--- config.mk ---
export PLATFORM = sky130hd
export DESIGN_NAME = inertial_intf
export DESIGN_NICKNAME = d
export VERILOG_FILES = /design/src/rtl/inertial_intf.sv
export SDC_FILE = /design/constraint.sdc
export NUM_CORES = 1
export LEC_CHECK = 0
export BUFFER_PORTS_ARGS = -buffer_cell sky130_fd_sc_hd__buf_2
export CAP_MARGIN = 20
export CORE_UTILIZATION = 45
export CTS_CLUSTER_DIAMETER = 40
export DETAILED_ROUTE_END_ITERATION = 10
export GPL_ROUTABILITY_DRIVEN = 0
export PLACE_DENSITY = 0.67
export SLEW_MARGIN = 20
export SYNTH_ARGS = -nofsm -noshare
export SYNTH_HDL_FRONTEND = slang
export SYNTH_SLANG_ARGS = --single-unit
--- constraint.sdc ---
create_clock -name clk -period 2.8 [get_ports clk]
set_input_delay 0.14 -clock clk [delete_from_list [all_inputs] [get_ports clk]]
set_output_delay 0.14 -clock clk [all_outputs]
set_load 0.05 [all_outputs]
--- src/rtl/inertial_intf.sv ---
// Inertial sensor front end: configures the IMU over the SPI transaction port after reset,
// then reads pitch rate and Z acceleration on every data-ready interrupt.
module inertial_intf #(
  parameter int INIT_WAIT_BITS = 16
) (
  input  logic        clk,
  input  logic        rst,
  input  logic        INT,
  input  logic        done,
  input  logic [15:0] rd_data,
  output logic        wrt,
  output logic [15:0] cmd,
  output logic [15:0] ptch_rt,
  output logic [15:0] AZ,
  output logic        vld
);

  typedef enum logic [1:0] {INIT_WAIT, CFG, IDLE, READ} state_e;

  localparam logic [INIT_WAIT_BITS-1:0] WAIT_ONE = INIT_WAIT_BITS'(1);

  state_e                    state_q;
  logic [INIT_WAIT_BITS-1:0] wait_cnt_q;
  logic [1:0]                idx_q;
  logic [1:0]                idx_d;
  logic                      int_ff1_q;
  logic                      int_ff2_q;
  logic                      wrt_q;
  logic                      vld_q;
  logic [15:0]               cmd_q;
  logic [15:0]               ptch_rt_q;
  logic [15:0]               az_q;
  logic [7:0]                pitch_lo_q;
  logic [7:0]                pitch_hi_q;
  logic [7:0]                az_lo_q;
  logic                      done_ok;

  function automatic logic [15:0] cfg_cmd(input logic [1:0] idx);
    case (idx)
      2'd0:    cfg_cmd = 16'h0D02;
      2'd1:    cfg_cmd = 16'h1053;
      2'd2:    cfg_cmd = 16'h1150;
      default: cfg_cmd = 16'h1460;
    endcase
  endfunction

  function automatic logic [15:0] read_cmd(input logic [1:0] idx);
    case (idx)
      2'd0:    read_cmd = 16'hA200;
      2'd1:    read_cmd = 16'hA300;
      2'd2:    read_cmd = 16'hAC00;
      default: read_cmd = 16'hAD00;
    endcase
  endfunction

  assign idx_d = idx_q + 2'd1;

  // A done in the same cycle as our own wrt cannot belong to that transaction.
  assign done_ok = done & ~wrt_q;

  // NOTE: wrt and vld default low every clock, so a single assignment makes a one-cycle pulse.
  always_ff @(posedge clk) begin
    if (rst) begin
      state_q    <= INIT_WAIT;
      wait_cnt_q <= '0;
      idx_q      <= 2'd0;
      int_ff1_q  <= 1'b0;
      int_ff2_q  <= 1'b0;
      wrt_q      <= 1'b0;
      vld_q      <= 1'b0;
      cmd_q      <= 16'h0000;
      ptch_rt_q  <= 16'h0000;
      az_q       <= 16'h0000;
      pitch_lo_q <= 8'h00;
      pitch_hi_q <= 8'h00;
      az_lo_q    <= 8'h00;
    end else begin
      int_ff1_q <= INT;
      int_ff2_q <= int_ff1_q;
      wrt_q     <= 1'b0;
      vld_q     <= 1'b0;

      case (state_q)
        INIT_WAIT: begin
          if (&wait_cnt_q) begin
            state_q <= CFG;
            idx_q   <= 2'd0;
            wrt_q   <= 1'b1;
            cmd_q   <= cfg_cmd(2'd0);
          end else begin
            wait_cnt_q <= wait_cnt_q + WAIT_ONE;
          end
        end

        CFG: begin
          if (done_ok) begin
            if (idx_q == 2'd3) begin
              state_q <= IDLE;
            end else begin
              idx_q <= idx_d;
              wrt_q <= 1'b1;
              cmd_q <= cfg_cmd(idx_d);
            end
          end
        end

        IDLE: begin
          if (int_ff2_q) begin
            state_q <= READ;
            idx_q   <= 2'd0;
            wrt_q   <= 1'b1;
            cmd_q   <= read_cmd(2'd0);
          end
        end

        READ: begin
          if (done_ok) begin
            // Pitch-high and AZ-low are staged so both outputs switch on the last byte.
            case (idx_q)
              2'd0:    pitch_lo_q <= rd_data[7:0];
              2'd1:    pitch_hi_q <= rd_data[7:0];
              2'd2:    az_lo_q    <= rd_data[7:0];
              default: begin
                ptch_rt_q <= {pitch_hi_q, pitch_lo_q};
                az_q      <= {rd_data[7:0], az_lo_q};
                vld_q     <= 1'b1;
                state_q   <= IDLE;
              end
            endcase
            if (idx_q != 2'd3) begin
              idx_q <= idx_d;
              wrt_q <= 1'b1;
              cmd_q <= read_cmd(idx_d);
            end
          end
        end

        default: state_q <= INIT_WAIT;
      endcase
    end
  end

  assign wrt     = wrt_q;
  assign cmd     = cmd_q;
  assign ptch_rt = ptch_rt_q;
  assign AZ      = az_q;
  assign vld     = vld_q;

endmodule

==> results.md <==
- Ys flop type: dfxtp_1
- Largest net degree at the start of global routing: 69
- Num CTS Buffers: 9
- Width of the die: 93.2 um
- # setup viols final: 0
- Area of the core: 7890 um2
- Row cnt: 32
- Post-synthesis register bit count: 90
- CTS tree: done
- FFs w/ async S/R, synth: 0%
- Count leader, synth: nand2_1
- CP Launch Point: state_q[1]
- CP max stage delay: 0.75 ns
- Post-DRT Antenna Nets: 0
- Tcrit/Tclk final: 74.7%
- Max Clk Rate: 478 MHz
- First-pass GRT wire length: 13400 um
- Largest area contributor in the netlist: dfxtp_1
- Worst-margin pin slew: 0.886 ns
- Initial Util: 47.4%
- Via-to-Cell Ratio: 5.28
- Post-DP HPWL: 5380 um
- RR Startpoint: state_q[1]
- Synth-to-Final Area Change: 13.8%
- PwrDens: 532 nW/um2
- Wire per inst: 13.2 um
- VDD IR max: 0.000229 V
- Root Driver: clkbuf_8
- RSZ-0062 raised after global routing: no
- HP Class: in2reg
- Synth Cell Area: 3740 um2
- Number of hold buffers added after CTS: 1
- Number of global-route vias before repair: 2888
- Top Layer Used: met4
- Critical-path top delay cell: or2_0
- Ranking of synthesized cells by area: dfxtp_1 (48%), nand2_1 (11%), a21oi_1 (9.4%)
- Fin. max-slew vios: 0
- Post-synthesis sequential area ratio: 48.2%
- Port Buffers: 57
- Crit Path Max Fanout: 16
- Die area: 8680 um2
- Worst reg2reg setup slack: 0.71 ns
- Hold Vio Cnt, Final: 0
- CP arrival: 2.35 ns
- Slew HR: 40.9%
- Syn Area/Cell: 8.41 um2
- Final #Nets: 515
- Clock Sinks: 90
- Status: finished clean
- Die Height: 93.2 um
- Critical Path RT: 3.05 ns
- # DRC: 0
- Crit-path cells: or2_0, o21ai_4, mux2_1
- Met2 Wirelength: 3550 um
- Finished Layout Cells: 596
- CTS clk-pin slew, worst paths: 0.09 ns
- Fill count: 780
- Leak: 1.63 nW
- Vias: 3147
- Met1 Wirelength: 3830 um
- Diodes inserted: 0
- Initial antenna violation count: 0
- Worst setup SP type: flip-flop
- Post-CTS Setup Inserts: 0
- Post-layout min period: 2.09 ns
- Post-cts resize count: 0
- # IOs: 70
- EDFF count, synth: 0
- Synthesized instance count: 445
- Commonest cells post-synth: nand2_1 (112), dfxtp_1 (90), a21oi_1 (70)
- Total GRT Usage: 19.5%
- Skew-Pair Late Insertion Delay: 0.36 ns
- Worst-case clock buffer depth: 2
- CP delay by family, top: simple AND/OR/NAND/NOR gates
- Crit Path Class: reg2reg
- Synth warn: 0
- Placed cell count: 579
- Grt total ovfl: 0
- Layout cell share with drive strength beyond 1: 18.2%
- TNS Setup: 0 ns
- Max_cap viols: 0
- Initial DRC Count: 139
- Final wirelength: 7900 um
- Post-synth top area share: 48.2%
- WP buf/inv: 0
- Cell variety after synth: 49
- Startpoint of the worst hold path: rd_data[4]
- Final Skew: 0.00938 ns
- CP Capture Type: flip-flop
- H-tree levels: 3
- First-pass detailed-route iteration total: 4
- Metal3 WL: 384 um
[cells in the final DEF, fill, tap and decap left out, drive strengths merged, types with 3 or more instances in the layout]
cell type and n:
buf 63, conb 4, and4 3, mux2 4, a21oi 70, nor2b 6
or4 9, nor2 7, dfxtp 90, nand2 112, nand4 8, mux2i 7
or3 3, inv 6, o41ai 3, nor3 3, nand3 33, o21ai 7
ha 6, o31ai 10, nor3b 3, clkbuf 11
[logic make-up (layout without fill, tap and decap cells)]
group / count (synthesis) / count (layout) / share of synthesized area (%)
DFF: 90 / 90 / 48.2
AOI/OAI and AO/OA: 98 / 98 / 15.2
muxes: 11 / 11 / 3.28
and+or+nand+nor: 198 / 198 / 25.9
buffers and inverters: 40 / 86 / 5.08
other: 1 / 4 / 0.100
adders and majority gates: 6 / 6 / 2.01
xor gates and xnor gates: 1 / 1 / 0.234
[final timing paths]
| kind | depth (start not counted) | to |
|---|---|---|
| worst max-delay path | 3 | cmd[10] |
| worst max register to register | 3 | cmd[10] |
| worst min register to register | 1 | int_ff2_q |
| worst min-delay path | 3 | AZ[12] |
[worst register-to-register path: cells and delay by family, from the launching register on]
family,cells,cell delay (ns)
multiplexers,1,0.36
AO/OA/AOI/OAI,1,0.24
AND/OR/NAND/NOR,1,0.75
flip-flops,1,0.64
[sequential cells by signal, indices dropped and copies added, names as in the netlist]
name and count:
pitch_lo_q 8, ptch_rt 16, wrt 1, int_ff1_q 1, state_q 2, int_ff2_q 1, wait_cnt_q 16, pitch_hi_q 8
vld 1, cmd 10, idx_q 2, AZ 16, az_lo_q 8
[layer usage]
| layer | track usage [%] | up-vias |
|---|---|---|
| met5 | 0 | - |
| met4 | 9.36 | 0 |
| met3 | 3.01 | 10 |
| met2 | 31.3 | 63 |
| met1 | 25.5 | 1454 |
| li1 | - | 1620 |
[area by class of cell]
cell class | instances | area [um2] | area share (%)
clock buffer | 11 | 141 | 3.32
clock inverter | 5 | 62.6 | 1.47
inverter | 6 | 22.5 | 0.529
multi-input combinational | 318 | 1760 | 41.4
sequential | 90 | 1800 | 42.3
tap | 102 | 128 | 3.00
timing repair buffer | 64 | 340 | 8.00
[where the power goes]
group	internal (mW)	total, mW	switching [mW]
Sequential	1.28	1.29	0.00534
Combinational	0.0156	0.0675	0.0519
Clock	0.442	0.910	0.468
Total	1.74	2.27	0.526
[stage by stage]
step	utilization (%)	total power, mW	hold WS (ns)	instance area [um2]	setup WS, ns
2_1_floorplan	-	1.36	0.268	3750	1.01
3_3_place_gp	51.3	1.38	0.348	4040	0.766
3_5_place_dp	51.3	1.39	0.369	4040	0.738
4_1_cts	54.0	2.29	0.0509	4260	0.717
5_1_grt	54.0	2.35	0.0580	4260	0.505
6_report	54.0	2.27	0.0675	4260	0.708
Power figures use the tool's default switching activity.
